==> src/rtl/prog_loader_pkg.sv <==
// Shared definitions for the program loader: ISA/memory widths, UART frame
// shape and the state encodings of both the loader FSM and the byte receiver.
package prog_loader_pkg;

   localparam int ISA_WIDTH       = 32;
   localparam int INST_ADDR_WIDTH = 14;

   localparam int UART_DATA_BITS  = 8;
   localparam int UART_STOP_BITS  = 1;

   typedef enum logic [2:0] {
      IDLE,
      CNT_LO,
      CNT_HI,
      DATA,
      DONE,
      ERR
   } loader_state_e;

   typedef enum logic [1:0] {
      RX_IDLE,
      RX_START,
      RX_DATA,
      RX_STOP
   } rx_state_e;

endpackage

==> src/rtl/prog_loader_uart_rx_byte.sv <==
// 8N1 UART byte receiver: 2-flop synchronizer, mid-bit sampling timer and
// shift register. Emits one-cycle byte_valid or frame_err pulses.
module uart_rx_byte
   import prog_loader_pkg::*;
#(
   parameter int CLKS_PER_BIT = 868
) (
   input  logic       clock,
   input  logic       reset,
   input  logic       rx_i,
   output logic       byte_valid_o,
   output logic [7:0] byte_data_o,
   output logic       frame_err_o
);

   localparam int            CW   = $clog2(CLKS_PER_BIT + 1);
   localparam logic [CW-1:0] FULL = CW'(CLKS_PER_BIT - 1);
   localparam logic [CW-1:0] HALF = CW'(CLKS_PER_BIT / 2 - 1);

   rx_state_e                     state_q, state_d;
   logic [1:0]                    sync_q;
   logic                          rx_prev_q;
   logic [CW-1:0]                 cnt_q, cnt_d;
   logic [2:0]                    bit_q, bit_d;
   logic [UART_DATA_BITS-1:0]     shift_q, shift_d;
   logic                          valid_q, valid_d;
   logic                          ferr_q, ferr_d;
   logic                          rx_s;

   assign rx_s = sync_q[1];

   // NOTE: sequential state uses non-blocking assignments so every flop samples pre-edge values.
   always_ff @(posedge clock or negedge reset) begin
      if (!reset) begin
         sync_q    <= 2'b11;
         rx_prev_q <= 1'b1;
         state_q   <= RX_IDLE;
         cnt_q     <= '0;
         bit_q     <= '0;
         shift_q   <= '0;
         valid_q   <= 1'b0;
         ferr_q    <= 1'b0;
      end else begin
         sync_q    <= {sync_q[0], rx_i};
         rx_prev_q <= rx_s;
         state_q   <= state_d;
         cnt_q     <= cnt_d;
         bit_q     <= bit_d;
         shift_q   <= shift_d;
         valid_q   <= valid_d;
         ferr_q    <= ferr_d;
      end
   end

   // NOTE: every output of this block gets a default first so no path can infer a latch.
   always_comb begin
      state_d = state_q;
      cnt_d   = cnt_q + 1'b1;
      bit_d   = bit_q;
      shift_d = shift_q;
      valid_d = 1'b0;
      ferr_d  = 1'b0;
      case (state_q)
         RX_IDLE: begin
            cnt_d = '0;
            if (rx_prev_q && !rx_s) state_d = RX_START;
         end
         RX_START: begin
            // Line back high at mid start bit means it was a glitch.
            if (cnt_q == HALF) begin
               cnt_d   = '0;
               bit_d   = '0;
               state_d = rx_s ? RX_IDLE : RX_DATA;
            end
         end
         RX_DATA: begin
            if (cnt_q == FULL) begin
               cnt_d   = '0;
               shift_d = {rx_s, shift_q[UART_DATA_BITS-1:1]};
               bit_d   = bit_q + 1'b1;
               if (bit_q == 3'(UART_DATA_BITS - 1)) state_d = RX_STOP;
            end
         end
         RX_STOP: begin
            if (cnt_q == FULL) begin
               cnt_d   = '0;
               state_d = RX_IDLE;
               valid_d = rx_s;
               ferr_d  = !rx_s;
            end
         end
         default: state_d = RX_IDLE;
      endcase
   end

   assign byte_valid_o = valid_q;
   assign byte_data_o  = shift_q;
   assign frame_err_o  = ferr_q;

endmodule

==> src/rtl/prog_loader.sv <==
// Program loader: receives a little-endian word-count + word image over UART
// and writes it into instruction memory while holding the CPU in reset.
module prog_loader
   import prog_loader_pkg::*;
#(
   parameter int CLK_FREQ   = 100_000_000,
   parameter int BAUD       = 115_200,
   parameter int ADDR_WIDTH = INST_ADDR_WIDTH,
   parameter int DATA_WIDTH = ISA_WIDTH
) (
   input  logic                  clock,
   input  logic                  reset,
   input  logic                  load_en,
   input  logic                  uart_rx,
   output logic                  wr_en,
   output logic [ADDR_WIDTH-1:0] wr_addr,
   output logic [DATA_WIDTH-1:0] wr_data,
   output logic                  cpu_hold,
   output logic                  done,
   output logic                  err
);

   localparam int               CLKS_PER_BIT = CLK_FREQ / BAUD;
   localparam int               BYTES        = DATA_WIDTH / 8;
   localparam int               IDX_W        = $clog2(BYTES);
   localparam logic [IDX_W-1:0] LAST_IDX     = IDX_W'(BYTES - 1);
   localparam logic [16:0]      MAX_WORDS    = 17'(2 ** ADDR_WIDTH);

   loader_state_e         state_q, state_d;
   logic                  load_prev_q;
   logic [15:0]           count_q, count_d;
   logic [ADDR_WIDTH-1:0] addr_q, addr_d;
   logic [IDX_W-1:0]      idx_q, idx_d;
   logic [DATA_WIDTH-9:0] asm_q, asm_d;
   logic                  wr_en_q, wr_en_d;
   logic [ADDR_WIDTH-1:0] wr_addr_q, wr_addr_d;
   logic [DATA_WIDTH-1:0] wr_data_q, wr_data_d;

   logic                  byte_valid;
   logic [7:0]            byte_data;
   logic                  frame_err;

   uart_rx_byte #(
      .CLKS_PER_BIT(CLKS_PER_BIT)
   ) u_rx (
      .clock       (clock),
      .reset       (reset),
      .rx_i        (uart_rx),
      .byte_valid_o(byte_valid),
      .byte_data_o (byte_data),
      .frame_err_o (frame_err)
   );

   always_ff @(posedge clock or negedge reset) begin
      if (!reset) begin
         state_q     <= IDLE;
         load_prev_q <= 1'b0;
         count_q     <= '0;
         addr_q      <= '0;
         idx_q       <= '0;
         asm_q       <= '0;
         wr_en_q     <= 1'b0;
         wr_addr_q   <= '0;
         wr_data_q   <= '0;
      end else begin
         state_q     <= state_d;
         load_prev_q <= load_en;
         count_q     <= count_d;
         addr_q      <= addr_d;
         idx_q       <= idx_d;
         asm_q       <= asm_d;
         wr_en_q     <= wr_en_d;
         wr_addr_q   <= wr_addr_d;
         wr_data_q   <= wr_data_d;
      end
   end

   always_comb begin
      state_d   = state_q;
      count_d   = count_q;
      addr_d    = addr_q;
      idx_d     = idx_q;
      asm_d     = asm_q;
      wr_en_d   = 1'b0;
      wr_addr_d = wr_addr_q;
      wr_data_d = wr_data_q;
      cpu_hold  = 1'b0;
      done      = 1'b0;
      err       = 1'b0;
      case (state_q)
         IDLE: begin
            idx_d = '0;
            if (load_en && !load_prev_q) state_d = CNT_LO;
         end
         CNT_LO: begin
            cpu_hold = 1'b1;
            if (frame_err) state_d = ERR;
            else if (byte_valid) begin
               count_d[7:0] = byte_data;
               state_d      = CNT_HI;
            end
         end
         CNT_HI: begin
            cpu_hold = 1'b1;
            if (frame_err) state_d = ERR;
            else if (byte_valid) begin
               count_d[15:8] = byte_data;
               addr_d        = '0;
               idx_d         = '0;
               if ({byte_data, count_q[7:0]} == 16'd0)                   state_d = DONE;
               else if ({1'b0, byte_data, count_q[7:0]} > MAX_WORDS)     state_d = ERR;
               else                                                      state_d = DATA;
            end
         end
         DATA: begin
            cpu_hold = 1'b1;
            if (frame_err) state_d = ERR;
            else if (wr_en_q && 16'(wr_addr_q) == count_q - 16'd1) state_d = DONE;
            else if (byte_valid) begin
               idx_d = idx_q + 1'b1;
               asm_d = {byte_data, asm_q[DATA_WIDTH-9:8]};
               if (idx_q == LAST_IDX) begin
                  wr_en_d   = 1'b1;
                  wr_addr_d = addr_q;
                  wr_data_d = {byte_data, asm_q};
                  // Hold the address on the final word so it never wraps.
                  if (16'(addr_q) != count_q - 16'd1) addr_d = addr_q + 1'b1;
               end
            end
         end
         DONE: done = 1'b1;
         ERR: begin
            cpu_hold = 1'b1;
            err      = 1'b1;
         end
         default: state_d = IDLE;
      endcase
      // Dropping load_en wins over any byte arriving in the same cycle.
      if (!load_en) begin
         state_d = IDLE;
         wr_en_d = 1'b0;
      end
   end

   assign wr_en   = wr_en_q;
   assign wr_addr = wr_addr_q;
   assign wr_data = wr_data_q;

endmodule

==> config.mk <==
export PLATFORM = sky130hd
export DESIGN_NAME = prog_loader
export DESIGN_NICKNAME = d
export VERILOG_FILES = /design/src/rtl/prog_loader_pkg.sv /design/src/rtl/prog_loader_uart_rx_byte.sv /design/src/rtl/prog_loader.sv
export SDC_FILE = /design/constraint.sdc
export NUM_CORES = 1
export LEC_CHECK = 0
export CAP_MARGIN = 0
export CORE_AREA = 2 2 107 109
export DETAILED_ROUTE_END_ITERATION = 12
export DIE_AREA = 0 0 109 111
export GPL_TIMING_DRIVEN = 0
export HOLD_SLACK_MARGIN = 0.12
export PLACE_DENSITY = 0.93
export SLEW_MARGIN = 20
export SYNTH_ARGS = -nofsm -noshare
export SYNTH_HDL_FRONTEND = slang
export SYNTH_SLANG_ARGS = --single-unit
export TNS_END_PERCENT = 1
==> constraint.sdc <==
create_clock -name clock -period 10.15 [get_ports clock]
set_input_delay 2.03 -clock clock [delete_from_list [all_inputs] [get_ports clock]]
set_output_delay 2.03 -clock clock [all_outputs]
set_load 0.1 [all_outputs]
* Word-level counts from Yosys, hierarchy flattened
Index checks and enable logic that the tools add are counted.
** Cells by class
- Add/subtract/negate cells :: 5
- $lt $le $gt $ge :: 1
- Equal/unequal tests :: 31
- Mux-type cells :: 51
- Bitwise operators :: 2
- Reductions and logical operators :: 24
** Operator list (number)
- 2-to-1 mux 14 bit :: 7
- 2-to-1 mux 3 bit :: 12
- case mux 10 bit (3 select lines) :: 1
- case mux 14 bit (2 select lines) :: 1
- 2-to-1 mux 2 bit :: 11
- 2-to-1 mux 10 bit :: 2
- == test 14 x 16 -> 1 bit :: 1
- > comparator 16 x 15 -> 1 bit (second input constant) :: 1
- logical NOT 16 bit :: 1
- != test 14 x 16 -> 1 bit :: 1
- subtractor 16 x 1 -> 16 bit (second input constant) :: 1
- case mux 3 bit (5 select lines) :: 1
- AND reduction 5 bit :: 3
- adder 14 x 1 -> 14 bit (second input constant) :: 1
- != test 2 x 1 -> 1 bit (second input constant) :: 7
- 2-to-1 mux 1 bit :: 13
- != test 2 bit (second input constant) :: 6
- adder 10 x 1 -> 10 bit (second input constant) :: 1
- == test 10 bit (second input constant) :: 1
- == test 10 x 9 -> 1 bit (second input constant) :: 1
- == test 3 bit (second input constant) :: 3
- AND reduction 3 bit :: 3
- != test 4 x 2 -> 1 bit (second input constant) :: 2
- case mux 2 bit (4 select lines) :: 1
- other kinds (23) :: 32
** Storage, ports and cells
- Bits in registers :: 135
- Input bits :: 4

* Depth between registers and ports, before layout
- Depth after elaboration :: 8
- Gate-level depth with buffers :: 15
- Depth with buffers taken out :: 11

* Cells and area by module
A second synthesis with hierarchy kept.
** Second synthesis, totals
- Cell total of the unflattened synthesis :: 610
- Area, all modules :: 7249.5 µm²
** By module, submodules not included
- prog_loader :: times used 1, cells each 510, area an instance 5984.5 µm², sequential area each 2677.6 µm²
- uart_rx_byte :: times used 1, cells each 100, area an instance 1265.0 µm², sequential area each 704.4 µm²

* Worst setup path before layout
No wires, ideal clock.
- Path kind :: reg2out
- Start :: register state_q[2]
- End :: output port cpu_hold
- Arrival :: 2.654 ns
- Required time :: 8.120 ns
- Path slack :: 5.466 ns
- Cell stages (with the launch flop) :: 3
- Cells stage by stage :: dfrtp_1 > clkbuf_1 > o21ai_0
** Between the ends
- Longest elaborated chain between the ends :: 3
- Elaborated cells between the ends (all ways) :: 6
- Those cells by class :: eq/ne (4); mux (1); reduce/logical (1)
** Ends and longest elaborated chain
- from (decl) :: line prog_loader.sv:29 : loader_state_e state_q, state_d;
- from (signal assigned) :: line prog_loader.sv:66 : state_q <= state_d;
- == test 3 x 2 -> 1 bit (tied with other cells) :: line prog_loader.sv:90 : case (state_q)
- OR reduction 4 bit (no line) (*)
- 2-to-1 mux 1 bit (*) :: line prog_loader.sv:90
- to (decl) :: line prog_loader.sv:18 : output logic cpu_hold,
Every way passes the cells marked *; elsewhere a longest branch is shown, timed or not.

* Final worst setup path
- Start :: register state_q[2]
- End :: output port done
** Between the ends
- Longest elaborated chain between the ends :: 2
** Ends and longest elaborated chain
- == test 3 bit :: line prog_loader.sv:90
- 2-to-1 mux 1 bit :: line prog_loader.sv:90
- to (decl) :: line prog_loader.sv:19 : output logic done,
No other way between the ends.

==> impl_metrics.csv <==
group,metric,value,unit
yosys,synthArstFlopShare,100,%
route,drt_first_pass_iters,5,
yosys,ys_seq_elements,135,
route,wirelength,16600,microns
pwr,irDropWorstVdd,0.174,mV
clock_network,cts_setup_buffers,0,
job,max_cap_violations,0,
layout,layout.nets,698,
sta,min_period,4.62,ns
worst_hold_path,hold_path_class,"reg2reg",
sta,max_freq,216,MHz
critical_path,rrSetupSlack,5.66,ns
yosys,syn_inst,609,
layout,final_common_cell,"dfrtp_1",
global_route,antenna_found_initial,0,
yosys,synth_area_leaders,"dfrtp_1, mux2_2, nand2_1",
layout,final_cells,838,
worst_hold_path,holdPathEnd,"u_rx.sync_q[1]",
yosys,avgSynthCellArea,11.0,sq um
route,wire_per_inst,19.8,microns
clock_network,cts_tree,"built",
floorplanning,chipHeight,111,microns
floorplanning,pin_count,54,
global_route,grt_start_max_net_pins,106,
clock_network,post_cts_resized,0,
yosys,yosys_warnings,0,
critical_path,start_kind,"flip-flop",
yosys,synthDistinctLibCells,68,
sta,rsz0062_at_grt,"false",
yosys,syn_nets,625,
route,vias,5238,
critical_path,r2r-start,"count_q[0]",
placed_design,io_buffers,53,
placed_design,place.gp.congestion,0.939,
yosys,synthDominantCellAreaShare,49.1,%
sta,finalHoldViolations,0,
floorplanning,die_w,109,microns
sta,final.setup_skew,0.0155,ns
critical_path,reg2reg_to,"wr_addr[9]",
clock_network,clock_sinks,135,
yosys,ys_seq_area_share,50.3,%
clock_network,cts_root_buffer,"clkbuf_16",
yosys,synth_top_flop_cell,"dfrtp_1",
sta,fin_setup_tns,0,ns
pwr,leakage,3.80,nW
route,drt_iter0_markers,358,
layout,syn2layout_area_growth,19.9,%
layout,nFillCells,703,
pwr,p_total,0.00135,W
critical_path,worst_setup_path_end_kind,"output port",
floorplanning,initial_utilization,60.7,%
sta,fin_crit_sh,45.6,%
route,drc_errors,0,
yosys,synth-edff-count,0,
layout,mostFrequentLayoutCells,"dfrtp_1, mux2_2, nand2_1",
critical_path,reg2reg_depth,13,
clock_network,cts_max_level,4,
placed_design,place_inst,806,
layout,antennaDiodeCount,0,
route,routed_via_density,6.25,
clock_network,cts.path.max_buffers,2,
sta,report.final.slew_viol_count,0,
global_route,grt_pass1_vias,5357,
layout,multi_input_area,0.00314,sq mm
critical_path,worst-endpoint-required,8.12,ns
clock_network,clock_latency,0.43,ns
clock_network,ctsHoldBuffers,0,
global_route,gr-total-overflow,0,
critical_path,crit_path_max_fanout,10,
worst_hold_path,holdCritStartpoint,"u_rx.sync_q[0]",
floorplanning,core,0.0111,sq mm
critical_path,crit_type,"reg2out",
sta,relSlewSlack,24.4,%
global_route,grt_pass1_wl,27300,microns
worst_hold_path,hold-path-cell-count,0,
floorplanning,dieArea,0.0121,sq mm
clock_network,cts_buffers,17,
route,ant_nets,0,
global_route,grt_usage,29.9,%
layout,drive_gt1_share,20.4,%
status,outcome,"finished, final reports clean",
floorplanning,fp-row-count,39,
yosys,synth_area,0.00672,sq mm
clock_network,cts.clk_slew.worst_paths,0.06,ns
pwr,power.density,168,mW/mm^2
sta,tightest_slew,1.12,ns
placed_design,dp_hpwl,11000,microns
sta,setup_violations,0,
yosys,yosys.area.top_type,"dfrtp_1",
layout,regArea,0.00338,sq mm
critical_path,arrival,2.59,ns
state kept, by name (all words and copies together) (netlist names), named ones only:
signal and flops:
u_rx.state_q 1, addr_q 14, load_prev_q 1, state_q 3, wr_data 32, idx_q 2
u_rx.byte_data_o 8, u_rx.rx_prev_q 1, u_rx.cnt_q 10, u_rx.sync_q 2, u_rx.bit_q 3, asm_q 24
count_q 16, wr_en 1, wr_addr 14, u_rx.byte_valid_o 1, u_rx.frame_err_o 1
worst max-delay path by stage:
| stage | from | to | slack, ns | cells after the start |
|---|---|---|---|---|
| floorplan | state_q[2] | cpu_hold | 5.47 | 2 |
| global placement | reset | u_rx.bit_q[1] | 2.06 | 1 |
| global route | state_q[2] | done | 5.41 | 4 |
| detailed placement | count_q[0] | wr_addr[9] | 5.97 | 13 |
| finish | state_q[2] | done | 5.53 | 4 |
| CTS | state_q[2] | done | 5.55 | 4 |
synthesized netlist by cell type, types with 9 or more instances:
| cell | n |
|---|---|
| inv_1 | 19 |
| clkbuf_1 | 15 |
| nand3_1 | 21 |
| mux2_2 | 73 |
| nor3_1 | 13 |
| o21ai_0 | 28 |
| dfrtp_1 | 132 |
| or4_1 | 10 |
| ha_1 | 12 |
| nand2_1 | 61 |
| xor2_1 | 12 |
| nand2b_1 | 12 |
| xnor2_1 | 21 |
| nor4_1 | 10 |
| or3_1 | 9 |
| nor2_1 | 35 |
| buf_2 | 12 |
| a21oi_1 | 14 |
cells by family after synthesis:
logic type      Yosys count  synth area share (%)
flops                   135                  50.3
simple gates            211                  17.2
buf+inv                  49                  3.07
mux                      85                  14.1
fa+ha+maj                12                  2.23
xor+xnor                 34                  4.63
compound gates           83                  8.43
layer usage:
layer  part of all wire (%)  global-route usage, %  up-vias
met1                     39                   37.0     2609
met5                      0                      0        -
li1                       -                      -     2340
met4                    3.3                   13.3        0
met2                     51                   48.7      237
met3                    6.1                   7.82       52
per-stage QoR:
step,cell area (sq um),utilization [%],hold slack [ns],worst slack (ns)
after global routing,8060,72.8,0.361,5.41
after CTS,8060,72.8,0.360,5.55
after detailed placement,7470,67.4,0.351,5.97
final,8060,72.8,0.359,5.53
after global placement,7430,67.1,0.346,2.06
after floorplan,6720,-,0.345,5.47
where the power goes:
group	switching (W)	internal, W	leakage [nW]	total (W)
clock	0.000245	0.000378	0.284	0.000622
combinational	0.000117	0.0000481	1.64	0.000165
sequential	0.0000142	0.000552	1.87	0.000566
critical path, cell delays in order, from the launching register on:
cell,delay [ns]
dfrtp_1,0.32
clkbuf_1,0.30
nor2b_1,0.26
and2_1,0.16
clkdlybuf4s50_1,1.13
area by class of cell:
type | count | share of cell area [%]
Buffer | 30 | 1.68
Clock buffer | 20 | 5.66
Clock inverter | 12 | 1.74
Inverter | 19 | 0.885
Multi-Input combinational cell | 425 | 38.9
Sequential cell | 135 | 41.9
Tap cell | 143 | 2.22
Timing Repair Buffer | 54 | 6.98
No activity file was read; power rests on OpenSTA's default activity.
